[config.mk]
export PLATFORM = sky130hd
export DESIGN_NAME = pc_unit
export DESIGN_NICKNAME = d
export VERILOG_FILES = /design/src/rtl/pc_unit.sv
export SDC_FILE = /design/constraint.sdc
export NUM_CORES = 1
export LEC_CHECK = 0
export CAP_MARGIN = 30
export CORE_UTILIZATION = 50
export CTS_BUF_LIST = sky130_fd_sc_hd__clkbuf_16
export CTS_CLUSTER_SIZE = 25
export DETAILED_ROUTE_END_ITERATION = 10
export MAX_ROUTING_LAYER = met4
export PLACE_DENSITY_LB_ADDON = 0.08
export SYNTH_ARGS = -nofsm -noshare
export SYNTH_HDL_FRONTEND = slang
export SYNTH_SLANG_ARGS = --single-unit
[constraint.sdc]
create_clock -name clk -period 5.5 [get_ports clk]
set_clock_uncertainty 0.2 [all_clocks]
set_input_delay 1.1 -clock clk [delete_from_list [all_inputs] [get_ports clk]]
set_output_delay 1.1 -clock clk [all_outputs]
set_load 0.005 [all_outputs]
[src/rtl/pc_unit.sv]
// Fetch program-counter generator: sequential advance, trap/branch redirects,
// fetch stall, and a circular return-address stack for return prediction.
module pc_unit #(
    parameter int unsigned          XLEN       = 32,
    parameter logic [XLEN-1:0]      RESET_VEC  = '0,
    parameter int unsigned          INST_BYTES = 4,
    parameter int unsigned          RAS_DEPTH  = 4
) (
    input  logic            clk,
    input  logic            rst,
    input  logic            write_enable,
    input  logic            trap_valid,
    input  logic [XLEN-1:0] trap_vec,
    input  logic            redirect_valid,
    input  logic [XLEN-1:0] redirect_pc,
    input  logic            call_valid,
    input  logic [XLEN-1:0] call_target,
    input  logic            ret_valid,
    output logic [XLEN-1:0] pc,
    output logic [XLEN-1:0] pc_plus,
    output logic            ras_empty,
    output logic            ras_full
);

    localparam int unsigned PTR_W = (RAS_DEPTH > 1) ? $clog2(RAS_DEPTH) : 1;
    localparam int unsigned CNT_W = $clog2(RAS_DEPTH + 1);
    localparam logic [XLEN-1:0]  ALIGN_MASK = ~(XLEN'(INST_BYTES - 1));
    localparam logic [CNT_W-1:0] CNT_FULL   = CNT_W'(RAS_DEPTH);

    logic [XLEN-1:0]  pc_q, pc_d;
    logic [PTR_W-1:0] top_q, top_d;
    logic [CNT_W-1:0] cnt_q, cnt_d;
    logic [XLEN-1:0]  ras_mem [RAS_DEPTH];

    logic             ras_we;
    logic [PTR_W-1:0] ras_waddr;
    logic [XLEN-1:0]  ras_top;

    assign pc        = pc_q;
    assign pc_plus   = pc_q + XLEN'(INST_BYTES);
    assign ras_empty = (cnt_q == '0);
    assign ras_full  = (cnt_q == CNT_FULL);
    assign ras_top   = ras_mem[top_q];

    always_comb begin
        pc_d      = pc_plus;
        top_d     = top_q;
        cnt_d     = cnt_q;
        ras_we    = 1'b0;
        ras_waddr = top_q;

        if (trap_valid) begin
            pc_d  = trap_vec & ALIGN_MASK;
            cnt_d = '0;
        end else if (redirect_valid) begin
            pc_d = redirect_pc & ALIGN_MASK;
        end else if (!write_enable) begin
            pc_d = pc_q;
        end else if (ret_valid && call_valid && !ras_empty) begin
            // Return into a call: swap the predicted target for our own return address.
            pc_d   = ras_top;
            ras_we = 1'b1;
        end else if (ret_valid && !call_valid) begin
            if (!ras_empty) begin
                pc_d  = ras_top;
                top_d = top_q - 1'b1;
                cnt_d = cnt_q - 1'b1;
            end
        end else if (call_valid) begin
            // A push when full lands on the oldest slot, so the count saturates.
            pc_d      = call_target & ALIGN_MASK;
            top_d     = top_q + 1'b1;
            ras_we    = 1'b1;
            ras_waddr = top_q + 1'b1;
            if (!ras_full) begin
                cnt_d = cnt_q + 1'b1;
            end
        end
    end

    always_ff @(posedge clk) begin
        if (rst) begin
            pc_q  <= RESET_VEC;
            top_q <= '0;
            cnt_q <= '0;
        end else begin
            pc_q  <= pc_d;
            top_q <= top_d;
            cnt_q <= cnt_d;
        end
    end

    // Entry contents need no reset; the count gates every read that reaches pc.
    always_ff @(posedge clk) begin
        if (!rst && ras_we) begin
            ras_mem[ras_waddr] <= pc_plus;
        end
    end

endmodule
# Yosys cells after proc, flatten, opt, wreduce, memory -nomap -nowiden
# Memory sizes are Yosys's and may differ from the RTL's. A register that Yosys moved wholly into a read port is not among the register bits.
# Index checks and enable logic that the tools add are counted.
op_classes:
  n_mul: 0
  n_eq_ne: 3
  bitwise: 3
  div: 0
  shifts: 0
  magnitude_cmp: 0
  muxes: 29
  n_addsub: 5
  n_reduce_logical: 14
op_table:
  columns: ["cell", "count"]
  rows:
  - ["32-bit 2-to-1 mux", 7]
  - ["32-bit by 3-bit adder with 32-bit output, second input constant", 1]
  - ["2-bit 2-to-1 mux", 10]
  - ["3-bit 2-to-1 mux", 4]
  - ["1-bit 2-to-1 mux", 8]
  - ["6-bit AND reduction", 1]
  - ["5-bit AND reduction", 1]
  - ["1-bit logical AND", 4]
  - ["3-bit by 1-bit adder with 3-bit output, second input constant", 1]
  - ["3-bit == test, second input constant", 1]
  - ["1-bit logical NOT", 3]
  - ["3-bit logical NOT", 1]
  - ["1-bit inverter", 3]
  - ["3-bit nonzero test", 1]
  - ["3-bit OR reduction", 1]
  - ["3-bit by 1-bit subtractor with 3-bit output, second input constant", 1]
  - ["2-bit by 1-bit adder with 2-bit output, second input constant", 1]
  - ["2-bit by 1-bit inequality test with 1-bit output, second input constant", 1]
  - ["2-bit inequality test, second input constant", 1]
  - ["2-bit nonzero test", 1]
  - ["2-bit OR reduction", 1]
  - ["2-bit by 1-bit subtractor with 2-bit output, second input constant", 1]
word_totals:
  input_bits: 103
  n_memories: 1
  latch_bits: 0
  ff_bits: 37
  wordCells: 59
  mem_bits_rw: 128
  out_inout_bits: 66
  mem_bits_ro: 0
mem_list:
  columns: ["memory", "words", "word_bits", "rd", "rd_clocked_by_memory_dff", "write_ports", "line", "text"]
  rows:
  - ["ras_mem", 4, 32, 1, 1, 1, "33", "logic [XLEN-1:0] ras_mem [RAS_DEPTH];"]

# Depth between registers and ports, before layout
# Gate-level depths: netlist (run 1).
depth:
  word_depth: 10
  depth_mapped: 8

# Worst setup path after synthesis (run 1)
# No wires, ideal clock.
synth_path:
  path_kind: "input to register"
  start: "in trap_valid"
  end: "mem ras_mem[0][0], enable pin"
  arrival_time_ns: 3.681
  setup_slack_ns: 1.187
  setup_ns: 0.432
  path_stages: 7
  path_cell_list: "clkbuf_1 inv_1 clkbuf_1 nand2_1 nor2_1 nand3_1 a21oi_1"
synth_between:
  elab_chain_len: 4
  word_cells_on_any_way: 5
  cone_classes: "mux: 4; reduce/logical: 1"
synth_rtl:
  columns: ["item", "line", "text"]
  rows:
  - ["start, declared", "12", "input logic trap_valid,"]
  - ["1-bit 2-to-1 mux", "52", "if (trap_valid) begin"]
  - ["1-bit logical AND", "95", "if (!rst && ras_we) begin"]
  - ["1-bit 2-to-1 mux", "95", null]
  - ["1-bit 2-to-1 mux (implied by the code)", "96", "ras_mem[ras_waddr] <= pc_plus;"]
  - ["end, declared", "33", null]
# Parallel ways exist; a longest one is shown, timed or not.

# Worst setup path in the final report (run 1)
layout_path:
  start: "reg pc_q[2] (netlist: pc[2])"
  end: "out pc_plus[30]"
layout_between:
  elab_chain_len: 1
layout_rtl:
  columns: ["item", "line", "text"]
  rows:
  - ["start, declared", "30", "logic [XLEN-1:0] pc_q, pc_d;"]
  - ["start signal, assigned", "87", "pc_q <= pc_d;"]
  - ["32-bit by 3-bit adder with 32-bit output", "40", "assign pc_plus = pc_q + XLEN'(INST_BYTES);"]
  - ["end, declared", "20", "output logic [XLEN-1:0] pc_plus,"]
# No other way between the ends.

==> impl_metrics.py, run 1 <==
metrics = {
    "synth": {
        "synth_ff_type": "edfxtp_1",
        "synth_cell_types": 65,
        "synth.mux.area_fraction_pct": 9.73,
        "synth_top_family_by_area": "compound AO/OA/AOI/OAI gates",
        "avgSynthCellArea_um2": 12.5,
        "synth-adder-area-share_pct": 0.404,
        "synthesis.area_um2": 8050,
        "synth_simple_gate_area_share_pct": 12.6,
        "ys_ff_latch": 167,
        "synthXorXnorAreaFrac_pct": 3.26,
        "synthCells": 645,
        "synth_nets": 750,
        "yosys_warnings": 0,
        "postSynth.asyncResetShare_pct": 0,
        "synth_edf_count": 128,
        "synth_compound_area_share_pct": 12.8,
        "yosysSeqAreaShare_pct": 57.4,
    },
    "placement": {
        "portBuffers": 162,
        "dpl.cell_count": 993,
        "place_congestion": 0.836,
        "place_hpwl_mm": 15.1,
    },
    "floorplanning": {
        "pin_count": 169,
        "rows": 46,
        "start_util_pct": 50.9,
        "core-area_um2": 15800,
        "die_w_um": 129,
        "die_height_um": 129,
        "die_area_um2": 16600,
    },
    "global_route": {
        "antenna_found_initial": 0,
        "overflow": 0,
        "grt_pass1_wl_mm": 34.9,
        "groute.usage.overall_pct": 29.8,
        "grt_start_max_net_pins": 57,
        "grt_pass1_vias": 6199,
    },
    "sta": {
        "setup_viol": 0,
        "slew_headroom_pct": 30.9,
        "hold_viol_final": 0,
        "finalSetupTns_ns": 0,
        "clock.fmax_mhz": 213,
        "maxSlewViolCount": 0,
        "period_minus_slack_ns": 4.69,
        "fin_crit_sh_pct": 85.2,
        "rsz0062_at_grt": "false",
        "tightest_slew_ns": 1.03,
    },
    "final_layout": {
        "fin_util_pct": 66.8,
        "diodes": 0,
        "stdcell_count": 1026,
        "syn2layout_area_growth_pct": 31.3,
        "drive_gt1_share_pct": 12.6,
        "nets": 902,
        "most-common-layout-cells": "161 x clkdlybuf4s50_1, 128 x edfxtp_1, 48 x a21oi_1, 46 x nand2_1, 38 x dfxtp_1",
        "final.fill_count": 1144,
        "final_common_cell": "clkdlybuf4s50_1",
    },
    "clock_tree": {
        "ctsLongestPathBuffers": 2,
        "cts-root-buf": "clkbuf_16",
        "clock_latency_ns": 0.42,
        "cts_resized": 0,
        "cts_sinks": 167,
        "post-cts-setup-buffer-count": 0,
        "htree_levels": 4,
        "cts_tree": "built",
        "cts.clk_slew.worst_paths_ns": 0.06,
        "cts_buffers": 17,
        "hold_buffers": 0,
    },
    "drt": {
        "route.detailed.drc": 0,
        "antenna_left": 0,
        "num_vias": 6188,
        "post_drt_wl_per_cell_um": 22.4,
        "viasPerCell": 6.03,
        "first_pass_iters": 5,
        "wl_mm": 23.0,
        "drtIter0Drc": 630,
    },
    "setup_path": {
        "cp_data_arrival_time_ns": 3.39,
        "required_ns": 4.20,
        "critPathMaxFanout": 7,
        "critPathKind": "flip-flop to output port",
        "critPathMaxStageDelay_ns": 0.59,
        "critPathLaunchType": "flip-flop",
        "crit_chain": "ha_1 > and3_1 > nand4_1 > nor4_1 > xor2_1 > clkdlybuf4s50_1",
        "slowest_stage": "nor4_1",
        "cp-end-kind": "output port",
    },
    "power_and_ir_drop": {
        "peakVddDrop_v": 0.000251,
        "seqPwrFrac_pct": 45.9,
        "p_switching_w": 0.000691,
        "combinationalPowerShare_pct": 11.6,
        "p_clk_share_pct": 42.6,
        "p_leak_nw": 3.53,
        "swShare_pct": 22.1,
        "power.density_nw_per_um2": 295,
        "p_int_w": 0.00243,
    },
    "job": {
        "cap_violations": 0,
    },
    "hold_path": {
        "hold_path_class": "flip-flop to flip-flop",
    },
    "outcome": {
        "status": "completed",
    },
}
## layer usage
| layer | up-vias | wire length, um | GRT usage, % |
|---|---|---|---|
| li1 | 2794 | - | - |
| met1 | 3038 | 9490 | 38.8 |
| met2 | 320 | 11100 | 45.9 |
| met3 | 36 | 2000 | 6.61 |
| met4 | 0 | 412 | 11.0 |
| met5 | - | 0 | - |
## kinds of logic after synthesis
family                   after synthesis
AND/OR/NAND/NOR                      179
flip-flops                           167
AO/OA/AOI/OAI                        159
buffers and inverters                 70
multiplexers                          38
XOR/XNOR                              30
adder cells (fa/ha/maj)                2
## power groups by stage
stage / sequential [W] / clock, W / combinational, W
6_report: 0.00143 / 0.00133 / 0.000361
5_1_grt: 0.00144 / 0.00139 / 0.000389
4_1_cts: 0.00143 / 0.00134 / 0.000360
3_5_place_dp: 0.00146 / 0 / 0.000357
3_3_place_gp: 0.00146 / 0 / 0.000350
2_1_floorplan: 0.00144 / 0 / 0.000159
## stage by stage
stage / cell area, um2 / total power (W) / setup slack [ns] / hold slack, ns
finish: 10600 / 0.00312 / 0.812 / 0.356
global route: 10600 / 0.00322 / 0.667 / 0.399
CTS: 10600 / 0.00313 / 0.847 / 0.354
detailed placement: 9900 / 0.00182 / 1.25 / 0.339
global placement: 9890 / 0.00181 / 1.28 / 0.340
floorplan: 8050 / 0.00160 / 1.19 / 0.323
## critical path, delay by kind of cell, from the launching register on
family / cells / cell delay, ns
AND/OR/NAND/NOR: 3 / 1.28
buffers and inverters: 1 / 0.58
flip-flops: 1 / 0.47
XOR/XNOR: 1 / 0.38
adder cells (fa/ha/maj): 1 / 0.26
## path summary, 6_finish.rpt
path                                from  cells past startpoint  slack, ns             end
worst min register to register    pc[31]                      1       0.36          pc[31]
worst max-delay path               pc[2]                      6       0.81     pc_plus[30]
worst max register to register  cnt_q[0]                      5       2.62  ras_mem[1][25]
worst min-delay path              pc[31]                      1       0.36          pc[31]
## sequential cells by signal (all words and copies together) (netlist names), named ones only
register / count
ras_mem: 128
pc: 30
cnt_q: 3
top_q: 2
## synth_stat cells, types with 3 or more instances
cell	n	share of area, %
o311ai_0	3	0.33
nor2_1	29	1.4
xnor2_1	16	1.7
dfxtp_1	39	9.7
nor4_1	6	0.47
a211oi_1	3	0.28
buf_2	8	0.50
or2_2	4	0.31
nor3_1	12	0.75
buf_1	5	0.23
buf_4	5	0.47
mux2i_1	4	0.50
inv_1	22	1.0
o211ai_1	14	1.3
o22ai_1	5	0.39
nor4_2	3	0.47
nand3_1	15	0.93
edfxtp_1	128	48
and4_1	5	0.54
clkbuf_1	27	1.3
mux4_2	32	9.0
or3_1	6	0.47
xor2_1	14	1.5
o221ai_1	17	1.8
nand2_1	46	2.1
nor3b_1	5	0.47
a21oi_1	49	3.0
o21a_1	11	1.0
a31oi_1	12	0.93
and3_1	5	0.39
nand2b_1	20	1.6
o21ai_0	26	1.6
nand4_1	8	0.62
## cell type report
cell class	count	area [um2]	share of cell area, %
Clock buffer	17	425	4.02
Clock inverter	15	235	2.23
Inverter	23	86.3	0.817
Multi-Input combinational cell	408	3170	30.0
Sequential cell	167	4630	43.8
Tap cell	216	270	2.56
Timing Repair Buffer	180	1760	16.6
Note: power is estimated with default switching activity, not from simulation.
==> run 2, diff against run 1 <==
CTS_CLUSTER_SIZE = 10   (was 25)
==> results of run 2 <==
Final layout, timing and power as in run 1 (identical DEF).
